===== src/rtl/bp_be_dcache_pkg.sv =====
// Shared dcache types: opcodes, request kinds, exception causes and the issued packet.
package bp_be_dcache_pkg;

    localparam int unsigned dcache_opcode_width      = 4;
    localparam int unsigned dcache_page_offset_width = 12;
    localparam int unsigned dcache_data_width        = 64;

    typedef enum logic [dcache_opcode_width-1:0] {
        e_dcache_op_lb     = 4'b0000,
        e_dcache_op_lh     = 4'b0001,
        e_dcache_op_lw     = 4'b0010,
        e_dcache_op_ld     = 4'b0011,
        e_dcache_op_lbu    = 4'b0100,
        e_dcache_op_lhu    = 4'b0101,
        e_dcache_op_lwu    = 4'b0110,
        e_dcache_op_lrw    = 4'b0111,
        e_dcache_op_sb     = 4'b1000,
        e_dcache_op_sh     = 4'b1001,
        e_dcache_op_sw     = 4'b1010,
        e_dcache_op_sd     = 4'b1011,
        e_dcache_op_scw    = 4'b1100,
        e_dcache_op_lrd    = 4'b1101,
        e_dcache_op_scd    = 4'b1110,
        e_dcache_op_fencei = 4'b1111
    } bp_be_dcache_opcode_e;

    typedef enum logic [2:0] {
        e_req_load   = 3'd0,
        e_req_store  = 3'd1,
        e_req_lr     = 3'd2,
        e_req_sc     = 3'd3,
        e_req_fencei = 3'd4
    } bp_be_req_kind_e;

    typedef enum logic [1:0] {
        e_exc_none       = 2'b00,
        e_exc_misaligned = 2'b01,
        e_exc_illegal    = 2'b10
    } bp_be_exc_cause_e;

    typedef struct packed {
        bp_be_dcache_opcode_e                opcode;
        logic [dcache_page_offset_width-1:0] page_offset;
        logic [dcache_data_width-1:0]        data;
    } bp_be_dcache_pkt_s;

    // Low address bits that must be zero for an access of the given size.
    function automatic logic [2:0] align_mask(input logic [1:0] size);
        return 3'((4'd1 << size) - 4'd1);
    endfunction

endpackage


===== src/rtl/bp_be_dcache_pkt_encode.sv =====
// Maps a pipeline memory request onto a dcache opcode and flags illegal or misaligned requests.
module bp_be_dcache_pkt_encode
    import bp_be_dcache_pkg::*;
(
    input  bp_be_req_kind_e      kind,
    input  logic [1:0]           size,
    input  logic                 is_unsigned,
    input  logic [2:0]           vaddr_low,
    output bp_be_dcache_opcode_e opcode_c,
    output logic                 misaligned_c,
    output logic                 illegal_c
);

    always_comb begin
        opcode_c     = e_dcache_op_fencei;
        misaligned_c = 1'b0;
        illegal_c    = 1'b0;

        case (kind)
            e_req_load: begin
                if (!is_unsigned) begin
                    opcode_c = bp_be_dcache_opcode_e'({2'b00, size});
                end else if (size == 2'd3) begin
                    opcode_c = e_dcache_op_ld;
                end else begin
                    opcode_c = bp_be_dcache_opcode_e'({2'b01, size});
                end
            end
            e_req_store: opcode_c = bp_be_dcache_opcode_e'({2'b10, size});
            e_req_lr: begin
                illegal_c = ~size[1];
                opcode_c  = size[0] ? e_dcache_op_lrd : e_dcache_op_lrw;
            end
            e_req_sc: begin
                illegal_c = ~size[1];
                opcode_c  = size[0] ? e_dcache_op_scd : e_dcache_op_scw;
            end
            e_req_fencei: opcode_c = e_dcache_op_fencei;
            default:      illegal_c = 1'b1;
        endcase

        // fencei carries no data access, so its address alignment is irrelevant
        if (kind != e_req_fencei) begin
            misaligned_c = |(vaddr_low & align_mask(size));
        end
    end

endmodule


===== src/rtl/bp_be_dcache_pkt_issuer.sv =====
// Queues pipeline memory requests as dcache packets, replays rejected packets and
// stalls issue while a fencei writeback is outstanding.
module bp_be_dcache_pkt_issuer
    import bp_be_dcache_pkg::*;
#(
    parameter int unsigned vaddr_width_p       = 39,
    parameter int unsigned data_width_p        = 64,
    parameter int unsigned page_offset_width_p = 12
) (
    input  logic                     clk_i,
    input  logic                     reset_i,

    input  logic                     req_v_i,
    output logic                     req_ready_o,
    input  logic [2:0]               req_kind_i,
    input  logic [1:0]               req_size_i,
    input  logic                     req_unsigned_i,
    input  logic [vaddr_width_p-1:0] req_vaddr_i,
    input  logic [data_width_p-1:0]  req_data_i,

    output logic                     pkt_v_o,
    input  logic                     pkt_ready_i,
    output bp_be_dcache_pkt_s        pkt_o,
    input  logic                     replay_i,
    input  logic                     fencei_done_i,

    output logic                     exc_v_o,
    output logic [1:0]               exc_cause_o,
    output logic [vaddr_width_p-1:0] exc_vaddr_o
);

    localparam int unsigned fifo_depth = 2;

    typedef enum logic [0:0] {
        e_st_ready      = 1'b0,
        e_st_fence_wait = 1'b1
    } issuer_state_e;

    issuer_state_e        state_r, state_n;

    bp_be_dcache_pkt_s    fifo_mem [fifo_depth];
    logic                 fifo_wptr_r, fifo_rptr_r;
    logic [1:0]           fifo_cnt_r;
    logic                 fifo_full, fifo_empty;

    bp_be_dcache_pkt_s    replay_pkt_r;
    logic                 replay_pend_r;
    logic                 issued_r;

    bp_be_req_kind_e      req_kind;
    bp_be_dcache_opcode_e enc_opcode;
    logic                 enc_misaligned, enc_illegal;
    bp_be_dcache_pkt_s    new_pkt;

    logic                 req_hs, req_fault, push, pop;
    logic                 pkt_hs, replay_hit, issue_commit;

    assign req_kind = bp_be_req_kind_e'(req_kind_i);

    bp_be_dcache_pkt_encode u_encode (
        .kind         (req_kind),
        .size         (req_size_i),
        .is_unsigned  (req_unsigned_i),
        .vaddr_low    (req_vaddr_i[2:0]),
        .opcode_c     (enc_opcode),
        .misaligned_c (enc_misaligned),
        .illegal_c    (enc_illegal)
    );

    always_comb begin
        new_pkt             = '0;
        new_pkt.opcode      = enc_opcode;
        new_pkt.page_offset = dcache_page_offset_width'(req_vaddr_i[page_offset_width_p-1:0]);
        if (req_kind == e_req_store || req_kind == e_req_sc) begin
            new_pkt.data = dcache_data_width'(req_data_i);
        end
    end

    // Handshake qualification; reset forces both valids low in the reset cycle itself
    assign fifo_full   = (fifo_cnt_r == 2'(fifo_depth));
    assign fifo_empty  = (fifo_cnt_r == 2'd0);
    assign req_ready_o = ~reset_i & (state_r == e_st_ready) & ~fifo_full & ~replay_pend_r;
    assign pkt_v_o     = ~reset_i & (state_r == e_st_ready) & (replay_pend_r | ~fifo_empty);
    assign pkt_o       = replay_pend_r ? replay_pkt_r : fifo_mem[fifo_rptr_r];

    assign req_hs       = req_v_i & req_ready_o;
    assign req_fault    = enc_misaligned | enc_illegal;
    assign push         = req_hs & ~req_fault;
    assign pkt_hs       = pkt_v_o & pkt_ready_i;
    assign replay_hit   = replay_i & issued_r;
    // A handshake coinciding with a replay is void: the replayed packet goes first
    assign issue_commit = pkt_hs & ~replay_hit;
    assign pop          = issue_commit & ~replay_pend_r;

    always_ff @(posedge clk_i) begin
        if (reset_i) begin
            state_r <= e_st_ready;
        end else begin
            state_r <= state_n;
        end
    end

    // A replay aimed at the fencei sends us back to READY to reissue it
    always_comb begin
        state_n = state_r;
        case (state_r)
            e_st_ready: begin
                if (issue_commit && pkt_o.opcode == e_dcache_op_fencei) begin
                    state_n = e_st_fence_wait;
                end
            end
            e_st_fence_wait: begin
                if (replay_hit || fencei_done_i) begin
                    state_n = e_st_ready;
                end
            end
            default: state_n = e_st_ready;
        endcase
    end

    always_ff @(posedge clk_i) begin
        if (push) begin
            fifo_mem[fifo_wptr_r] <= new_pkt;
        end
    end

    always_ff @(posedge clk_i) begin
        if (reset_i) begin
            fifo_wptr_r <= 1'b0;
            fifo_rptr_r <= 1'b0;
            fifo_cnt_r  <= 2'd0;
        end else begin
            if (push) begin
                fifo_wptr_r <= ~fifo_wptr_r;
            end
            if (pop) begin
                fifo_rptr_r <= ~fifo_rptr_r;
            end
            fifo_cnt_r <= fifo_cnt_r + 2'(push) - 2'(pop);
        end
    end

    always_ff @(posedge clk_i) begin
        if (reset_i) begin
            replay_pkt_r  <= '0;
            replay_pend_r <= 1'b0;
            issued_r      <= 1'b0;
        end else begin
            issued_r <= issue_commit;
            if (issue_commit) begin
                replay_pkt_r <= pkt_o;
            end
            if (replay_hit) begin
                replay_pend_r <= 1'b1;
            end else if (issue_commit) begin
                replay_pend_r <= 1'b0;
            end
        end
    end

    always_ff @(posedge clk_i) begin
        if (reset_i) begin
            exc_v_o     <= 1'b0;
            exc_cause_o <= 2'(e_exc_none);
            exc_vaddr_o <= '0;
        end else begin
            exc_v_o <= req_hs & req_fault;
            if (req_hs && req_fault) begin
                exc_cause_o <= enc_misaligned ? 2'(e_exc_misaligned) : 2'(e_exc_illegal);
                exc_vaddr_o <= req_vaddr_i;
            end
        end
    end

endmodule


===== config.mk =====
export PLATFORM = sky130hd
export DESIGN_NAME = bp_be_dcache_pkt_issuer
export DESIGN_NICKNAME = d
export VERILOG_FILES = /design/src/rtl/bp_be_dcache_pkg.sv /design/src/rtl/bp_be_dcache_pkt_encode.sv /design/src/rtl/bp_be_dcache_pkt_issuer.sv
export SDC_FILE = /design/constraint.sdc
export NUM_CORES = 1
export LEC_CHECK = 0
export BUFFER_PORTS_ARGS = -buffer_cell sky130_fd_sc_hd__buf_2
export CORE_AREA = 4 4 223 225
export CTS_CLUSTER_DIAMETER = 100
export DETAILED_ROUTE_END_ITERATION = 12
export DIE_AREA = 0 0 227 229
export PLACE_DENSITY = 0.43
export SKIP_CTS_REPAIR_TIMING = 1
export SYNTH_ARGS = -nofsm -noshare
export SYNTH_HDL_FRONTEND = slang
export SYNTH_SLANG_ARGS = --single-unit

===== constraint.sdc =====
create_clock -name clk_i -period 15 [get_ports clk_i]
set_input_delay 3 -clock clk_i [delete_from_list [all_inputs] [get_ports clk_i]]
set_output_delay 3 -clock clk_i [all_outputs]
set_load 0.005 [all_outputs]

==> results of run 1 <==
sequential cells by signal (all words and copies together) (netlist names), named ones only:
name,flops
fifo_mem,160
replay_pkt_r,80
exc_vaddr_o,39
exc_cause_o,2
fifo_cnt_r,2
exc_v_o,1
fifo_rptr_r,1
fifo_wptr_r,1
issued_r,1
replay_pend_r,1
state_r,1
worst max-delay path: stages:
cell and delay [ns]:
buf_4 0.45, nor2_1 0.19, and3b_1 0.22, buf_2 0.12
logic make-up (layout without fill, tap and decap cells):
logic type               after synthesis  in the layout  share of synthesized area
AND/OR/NAND/NOR                      372            372                     0.1424
flip-flops                           290            290                     0.6239
AO/OA/AOI/OAI                        174            174                    0.07556
multiplexers                         120            120                     0.1170
buffers and inverters                 87            327                    0.03688
XOR/XNOR                               3              3                   0.002213
adder cells (fa/ha/maj)                2              2                   0.002107
other                                  0              1                          0
metrics by stage:
step / hold slack (ns) / instance area [µm²] / setup slack [ns] / power, mW / instances
2_1_floorplan: 0.4341 / 11870 / 7.416 / 0.9833 / 1048
3_3_place_gp: 0.4415 / 13550 / 7.938 / 1.054 / 1835
3_5_place_dp: 0.4428 / 13550 / 7.961 / 1.056 / 1835
4_1_cts: 0.4541 / 14890 / 7.959 / 2.036 / 1903
5_1_grt: 0.4673 / 14890 / 7.871 / 2.081 / 1903
6_report: 0.4519 / 14900 / 8.004 / 1.994 / 1904
cells in the final DEF (no fill, tap or decap), types with 2 or more instances in the layout:
master / n
dfxtp_1: 128
and3_1: 64
nor2_1: 6
nand2_1: 247
dfxtp_4: 2
clkinv_2: 6
nor2_4: 2
mux2i_1: 81
clkinvlp_4: 2
clkinv_1: 2
bufinv_16: 6
nand4_1: 2
nor2b_1: 40
a211oi_1: 2
mux2_4: 37
clkbuf_16: 40
buf_2: 237
xnor2_1: 2
a21oi_1: 83
nand3_1: 3
ha_1: 2
clkbuf_1: 5
o21ai_0: 83
clkbuf_8: 6
edfxtp_1: 160
inv_1: 7
mux2_2: 2
buf_4: 13
or3_1: 2
power by group through the flow:
stage / clock network, mW / registers [mW] / logic (mW)
2_1_floorplan: 0 / 0.890 / 0.0931
3_3_place_gp: 0 / 0.893 / 0.161
3_5_place_dp: 0 / 0.893 / 0.162
4_1_cts: 0.996 / 0.877 / 0.163
5_1_grt: 1.03 / 0.880 / 0.175
6_report: 0.960 / 0.877 / 0.157
routing by layer:
metal  track usage  vias to the layer above  part of all wire
li1              -                     4092                 -
met1        0.1561                     3984              0.43
met2        0.2171                      208              0.48
met3       0.04085                       50             0.070
met4       0.03366                        6             0.017
met5             0                        -           0.00065
worst paths after layout:
| kind | from | endpoint | slack (ns) | depth (start not counted) |
|---|---|---|---|---|
| worst min register to register | replay_pkt_r[5] | replay_pkt_r[5] | 0.45 | 2 |
| worst min-delay path | replay_pkt_r[5] | replay_pkt_r[5] | 0.45 | 2 |
| worst max register to register | replay_pend_r | fifo_mem[1][15] | 11.75 | 4 |
| worst max-delay path | reset_i | req_ready_o | 8.00 | 4 |
cell type report:
class,instances,area [µm²],area share
Sequential cell,290,7415,0.4977
Multi-Input combinational cell,671,4044,0.2715
Timing Repair Buffer,250,1284,0.08617
Clock buffer,51,1102,0.07400
Tap cell,615,769.5,0.05165
Clock inverter,17,245.2,0.01646
Inverter,9,35.03,0.002352
Antenna cell,1,2.502,0.0001680
synth_stat cells (3+ instances only):
cell,number,share of area
o21ai_0,83,0.035
nor2_1,8,0.0025
nand3_1,3,0.0013
mux2_4,37,0.047
nand2_1,247,0.078
dfxtp_1,130,0.22
clkbuf_1,44,0.014
buf_1,3,0.00095
a21oi_1,83,0.035
mux2i_1,81,0.068
buf_12,3,0.0051
edfxtp_1,160,0.40
and3_1,64,0.034
nor2b_1,40,0.021
buf_2,23,0.0097
inv_1,8,0.0025
==> flow_metrics.py, run 1 <==
metrics = {
    "run_status": {
        "status": "finished clean",
    },
    "drt": {
        "avgViaCountPerCell": 4.380,
        "first_pass_iters": 4,
        "wl_um": 33810,
        "drc": 0,
        "drt_iter0_drc": 293,
        "ant_nets": 0,
        "via_count": 8340,
        "avgRoutedWirePerCell_um": 17.76,
    },
    "clock_network": {
        "htreeDepth": 2,
        "clkSinkCount": 290,
        "cts_tree": "built",
        "cts_made_buffers": 37,
        "clockRootBuffer": "clkbuf_16",
        "cts.path.max_buffers": 3,
        "clk_pin_slew_ns": 0.05,
        "clkLatencyLatePin_ns": 0.53,
    },
    "logic_synthesis": {
        "ys_seq_elements": 290,
        "synth-seq-area-share": 0.6239,
        "synth.distinct_cells": 39,
        "synth_area_mm2": 0.01187,
        "ys_async_sr_fraction": 0,
        "synth_warnings": 0,
        "syn_area_per_cell_um2": 11.33,
        "postSynthCellCount": 1048,
        "synth_edf_count": 160,
        "synth_fp_nets": 1165,
        "synthFlopType": "edfxtp_1",
    },
    "sta": {
        "worst_slew_pin_slew_ns": 1.138,
        "fmax_ghz": 0.1429,
        "finClkSkew_ns": 0.02451,
        "rsz0062_at_grt": "false",
        "min_period_ns": 6.996,
        "hold_viol_final": 0,
        "setup_tns_ns": 0,
        "setup_viol": 0,
        "slew_headroom": 0.2416,
        "slew_violations": 0,
        "fin_crit_sh": 0.4664,
    },
    "layout": {
        "area_growth_pct": 25.47,
        "fillers": 4839,
        "drive_gt1_frac": 0.2780,
        "layout.nets": 1376,
        "postLayoutCoreUtil": 0.3133,
    },
    "worst_setup_path": {
        "endpoint_kind": "output pin",
        "critPathLaunchType": "input pin",
        "path_max_fanout": 48,
        "crit_arrival_ns": 4.00,
        "path_class": "in -> out",
        "cp.required_ns": 12.00,
    },
    "pwr": {
        "cellPowerDensity_mw_per_mm2": 133.9,
        "power_leakage_nw": 5.636,
        "switching_power_mw": 0.4441,
        "swShare": 0.2227,
        "p_comb_frac": 0.079,
        "seq_power_share": 0.440,
        "pwr-share-clk": 0.481,
        "ir_drop_uv": 84.97,
        "internal-power_mw": 1.550,
    },
    "flow_run": {
        "maxCapViolations": 0,
    },
    "die": {
        "fp.coreArea_mm2": 0.04755,
        "io_pins": 239,
        "die_w_um": 227,
        "die_area_mm2": 0.05198,
        "die_h_um": 229,
        "rows": 80,
        "start_util": 0.2497,
    },
    "global_routing": {
        "gr-total-overflow": 0,
        "grt_pass1_wl_um": 51080,
        "grt_max_degree": 111,
        "grt_pass1_vias": 8553,
        "antenna_found_initial": 4,
        "grt_usage": 0.1275,
    },
    "placed_design": {
        "post-dp-hpwl_um": 19640,
        "routabilityCongestion": 0.6727,
        "portBuffers": 238,
    },
    "hold_path": {
        "hold_path.class": "reg -> reg",
    },
}
(Power assumes the default switching activity.)
==> run 2: changes to the inputs <==
PLACE_DENSITY = 0.45   (was 0.43)
clock period = 6 ns   (was 15 ns; I/O delays follow)
==> run 2 against run 1 <==
Register-to-register slack got worse by 9.0 ns. Global-route usage is 0.25 points lower. Clock skew shrank 0.0050 ns. Sequential share of layout area is 0.58 points higher. Cell area decreased by 1.1%. Combinational power grew 150%. Utilization down 0.36 points. Clock power rose by 120%. Critical path type is now reg -> out. Highest routed layer unchanged.
==> flow_metrics.py, run 2 (synthesis gave the netlist of run 1 again) <==
metrics = {
    "layout": {
        "mostFrequentLayoutCell": "nand2_1",
        "drive_gt1_frac": 0.2725,
        "area_growth_pct": 24.04,
        "layout_common_cells": "247 x nand2_1, 237 x buf_2, 160 x edfxtp_1",
        "layout.nets": 1377,
        "postLayoutCoreUtil": 0.3097,
        "reg_top3": "fifo_mem x160, replay_pkt_r x80, exc_vaddr_o x39",
        "top_register": "fifo_mem",
        "fillers": 4838,
        "num_antenna_cells": 0,
        "largest_reg_flops": 160,
        "fin_area_mm2": 0.01473,
    },
    "placed_design": {
        "portBuffers": 238,
        "post_dp_cell_area_mm2": 0.01359,
        "post-dp-hpwl_um": 20620,
        "routabilityCongestion": 0.7323,
    },
    "worst_setup_path": {
        "cp.required_ns": 4.80,
        "crit_path_cell_trace": "buf_4, o21ai_0, buf_2",
        "path_max_fanout": 94,
        "rrSetupSlack_ns": 2.76,
        "critPathLaunchType": "register",
        "cpPeakStageDelay_ns": 0.80,
        "endpoint_kind": "output pin",
        "rr_worst_depth": 7,
        "cp_slowest_cell": "dfxtp_4",
        "path_class": "reg -> out",
        "crit_arrival_ns": 2.84,
    },
    "sta": {
        "rsz0062_at_grt": "false",
        "finClkSkew_ns": 0.01955,
        "fin_crit_sh": 0.6729,
        "setup_viol": 0,
        "slew_violations": 0,
        "slew_headroom": 0.3851,
        "setup_tns_ns": 0,
        "fmax_ghz": 0.2477,
        "worst_slew_pin_slew_ns": 0.9223,
        "min_period_ns": 4.038,
        "hold_viol_final": 0,
    },
    "drt": {
        "drc": 0,
        "wl_um": 33300,
        "avgViaCountPerCell": 4.337,
        "via_count": 8253,
        "ant_nets": 0,
        "drt_iter0_drc": 416,
        "first_pass_iters": 5,
        "avgRoutedWirePerCell_um": 17.50,
    },
    "clock_network": {
        "clkSinkCount": 290,
        "clk_pin_slew_ns": 0.06,
        "clkLatencyLatePin_ns": 0.53,
        "cts_tree": "built",
        "clockRootBuffer": "clkbuf_16",
        "cts_made_buffers": 36,
        "htreeDepth": 2,
        "cts.path.max_buffers": 3,
    },
    "pwr": {
        "power_leakage_nw": 5.545,
        "ir_drop_uv": 134.3,
        "cellPowerDensity_mw_per_mm2": 316.0,
    },
    "die": {
        "die_area_mm2": 0.05198,
        "io_pins": 239,
        "die_w_um": 227,
        "start_util": 0.2497,
        "fp.coreArea_mm2": 0.04755,
        "rows": 80,
        "die_h_um": 229,
    },
    "flow_run": {
        "maxCapViolations": 0,
    },
    "global_routing": {
        "grt_pass1_vias": 8125,
        "grt_pass1_wl_um": 50380,
        "gr-total-overflow": 0,
        "antenna_found_initial": 7,
        "grt_usage": 0.1250,
        "grt_max_degree": 95,
    },
    "hold_path": {
        "hold_path.class": "reg -> reg",
        "hold_path_depth": 2,
    },
    "run_status": {
        "status": "finished clean",
    },
}
-- run 2: cell count changes in the layout (fill, tap and decap cells not counted), sizes merged --
cell,previous run,this run
bufinv,6,0
diode,1,0
clkinvlp,2,3
buf,250,252
clkbuf,51,52
inv,9,11
-- run 2: worst max-delay path, delay by kind of cell, from the launching register on --
| kind | cells | cell delay [ns] |
|---|---|---|
| buffers and inverters | 2 | 1.00 |
| flip-flops | 1 | 0.80 |
| AO/OA/AOI/OAI | 1 | 0.38 |
-- run 2: path summary, 6_finish.rpt --
kind,start,end
hold reg to reg,replay_pkt_r[54],replay_pkt_r[54]
setup reg to reg,replay_pend_r,replay_pkt_r[10]
setup / recovery,replay_pend_r,pkt_o[18]
hold / removal,replay_pkt_r[54],replay_pkt_r[54]
-- run 2: routing by layer --
layer | up-vias | routed length, µm | share of wire | track usage
met5 | - | 74 | 0.0022 | 0
met4 | 12 | 641 | 0.019 | 0.03026
met3 | 57 | 2327 | 0.070 | 0.04303
met2 | 224 | 15240 | 0.46 | 0.1968
met1 | 3874 | 15020 | 0.45 | 0.1660
li1 | 4086 | - | - | -
-- run 2: power breakdown --
part	switching [mW]	total [mW]	internal [mW]	leakage, nW
clock	0.840	2.07	1.23	0.550
sequential	0.0381	2.20	2.16	2.51
combinational	0.217	0.389	0.172	2.48
total	1.09	4.65	3.56	5.54
-- run 2: stage by stage --
step / std cells / hold slack, ns / power [mW] / worst slack (ns)
floorplan: 1048 / 0.4341 / 2.458 / 0.2159
global route: 1903 / 0.4668 / 4.873 / 1.668
global placement: 1837 / 0.4416 / 2.635 / 1.708
detailed placement: 1837 / 0.4465 / 2.638 / 1.641
CTS: 1903 / 0.4545 / 4.755 / 1.880
finish: 1903 / 0.4528 / 4.654 / 1.962
-- run 2: layout make-up --
class | count | area (µm²) | area share
tap | 615 | 769.5 | 0.05225
multi-input combinational | 671 | 4044 | 0.2746
sequential | 290 | 7415 | 0.5035
clock inverter | 14 | 85.08 | 0.005777
timing repair buffer | 252 | 1324 | 0.08989
inverter | 9 | 35.03 | 0.002379
clock buffer | 52 | 1055 | 0.07162
==> run 3: changes to the inputs <==
clock period = 3.5 ns   (was 6 ns; I/O delays follow)
==> run 3 against run 2 <==
Sequential cell count unchanged. Non-clock buffer count up 4. First-iteration DRC count is 7.9% lower. Sequential power grew 70%. Die area did not move. Highest routed layer unchanged. Cell area up 0.93%. Global-route usage shrank 0.19 points. Clock skew is 0.0024 ns lower. Power grew 75%.
==> flow_metrics.py, run 3 (synthesis gave the netlist of run 1 again) <==
metrics = {
    "run_status": {
        "status": "finished clean",
    },
    "placed_design": {
        "post-dp-hpwl_um": 19870,
        "place_inst": 1841,
        "routabilityCongestion": 0.7022,
        "portBuffers": 238,
        "dp_slack_ns": 0.7242,
    },
    "clock_network": {
        "clkLatencyLatePin_ns": 0.53,
        "clockRootBuffer": "clkbuf_16",
        "cts_made_buffers": 36,
        "cts.path.max_buffers": 3,
        "clk_pin_slew_ns": 0.06,
        "clkSinkCount": 290,
        "cts_tree": "built",
        "htreeDepth": 2,
    },
    "global_routing": {
        "grt_pass1_vias": 8191,
        "busiest_layer": "met2",
        "grtUsageMet1": 0.1651,
        "groute.layer.met2.usage": 0.1932,
        "grt_max_degree": 84,
        "grt_usage": 0.1232,
        "antenna_found_initial": 4,
        "use_met3": 0.03995,
        "gr-total-overflow": 0,
        "grt_pass1_wl_um": 49570,
    },
    "drt": {
        "ant_nets": 0,
        "wl_um": 32760,
        "avgViaCountPerCell": 4.344,
        "drt_iter0_drc": 383,
        "avgRoutedWirePerCell_um": 17.17,
        "via_count": 8288,
        "first_pass_iters": 4,
        "drc": 0,
    },
    "die": {
        "io_pins": 239,
        "fp.coreArea_mm2": 0.04755,
        "die_area_mm2": 0.05198,
        "start_util": 0.2497,
        "die_w_um": 227,
        "rows": 80,
        "die_h_um": 229,
    },
    "layout": {
        "mostFrequentLayoutCell": "nand2_1",
        "largest_reg_flops": 160,
        "reg_top3": "fifo_mem x160, replay_pkt_r x80, exc_vaddr_o x39",
        "area_growth_pct": 25.19,
        "instances_no_fill": 1908,
        "layout.nets": 1381,
        "postLayoutCoreUtil": 0.3126,
        "drive_gt1_frac": 0.2812,
        "layout_common_cells": "247 x nand2_1, 237 x buf_2, 160 x edfxtp_1",
        "top_register": "fifo_mem",
    },
    "worst_setup_path": {
        "cp_slowest_cell": "buf_12",
        "endpoint_kind": "output pin",
        "crit_arrival_ns": 2.29,
        "path_class": "reg -> out",
        "path_max_fanout": 80,
        "cp.required_ns": 2.80,
        "crit_path_cell_trace": "buf_12, mux2i_1, o21ai_0, buf_2",
        "critPathLaunchType": "register",
        "cpPeakStageDelay_ns": 0.51,
    },
    "sta": {
        "finClkSkew_ns": 0.01718,
        "hold_viol_final": 0,
        "fin_ws_ns": 0.5088,
        "setup_viol": 0,
        "min_period_ns": 2.991,
        "worst_slew_pin_slew_ns": 0.9965,
        "fin_crit_sh": 0.8546,
        "slew_violations": 0,
        "fmax_ghz": 0.3343,
        "rsz0062_at_grt": "false",
        "slew_headroom": 0.3357,
    },
    "pwr": {
        "power_leakage_nw": 5.625,
        "ir_drop_uv": 401.6,
        "finalPower_mw": 8.123,
        "cellPowerDensity_mw_per_mm2": 546.5,
    },
    "flow_run": {
        "maxCapViolations": 0,
    },
    "hold_path": {
        "hold_path.class": "in -> reg",
    },
}
[run 3: cell count changes in the layout (fill, tap and decap cells not counted), moves of 2 or more]
cell	change
buf_12	+3
clkbuf_1	-5
clkbuf_8	+6
clkinv_1	-4
clkinv_2	+3
diode_2	+2
[run 3: report_power, final]
part	internal [mW]	switching [mW]	total, mW
clock	2.25	1.44	3.69
combinational	0.302	0.381	0.683
sequential	3.70	0.0510	3.75
[run 3: through the flow]
step / hold WS, ns / TNS, ns / instance area (µm²)
6_report: 0.3838 / 0 / 14860
5_1_grt: 0.3492 / 0 / 14860
4_1_cts: 0.3420 / 0 / 14860
3_5_place_dp: 0.4465 / 0 / 13650
3_3_place_gp: 0.4413 / 0 / 13650
2_1_floorplan: 0.4341 / -74.46 / 11880
[run 3: layer usage]
metal	part of all wire	vias to the layer above
met1	0.46	3913
met3	0.063	59
li1	-	4103
met5	0.0011	-
met4	0.019	6
met2	0.46	207
[run 3: cell type report]
| cell class | instances | area (µm²) |
|---|---|---|
| antenna | 2 | 5.005 |
| multi-input combinational | 671 | 4044 |
| timing repair buffer | 256 | 1391 |
| inverter | 9 | 35.03 |
| fill | 4860 | 32680 |
| tap | 615 | 769.5 |
| sequential | 290 | 7415 |
| clock inverter | 13 | 110.1 |
| clock buffer | 52 | 1094 |
[run 3: worst max-delay path, delay by kind of cell, from the launching register on]
kind                   cells  cell delay (ns)
AO/OA/AOI/OAI              1             0.51
multiplexers               1             0.14
flip-flops                 1             0.35
buffers and inverters      2             0.75
[run 3: path summary, 6_finish.rpt]
| kind | cells after the start | slack (ns) | startpoint | endpoint |
|---|---|---|---|---|
| setup / recovery | 4 | 0.51 | register | pkt_o[78] |
| hold / removal | 1 | 0.38 | req_vaddr_i[3] | fifo_mem[0][67] |
| setup reg to reg | 7 | 1.08 | replay_pend_r | state_r |
| hold reg to reg | 2 | 0.45 | replay_pkt_r[41] | replay_pkt_r[41] |
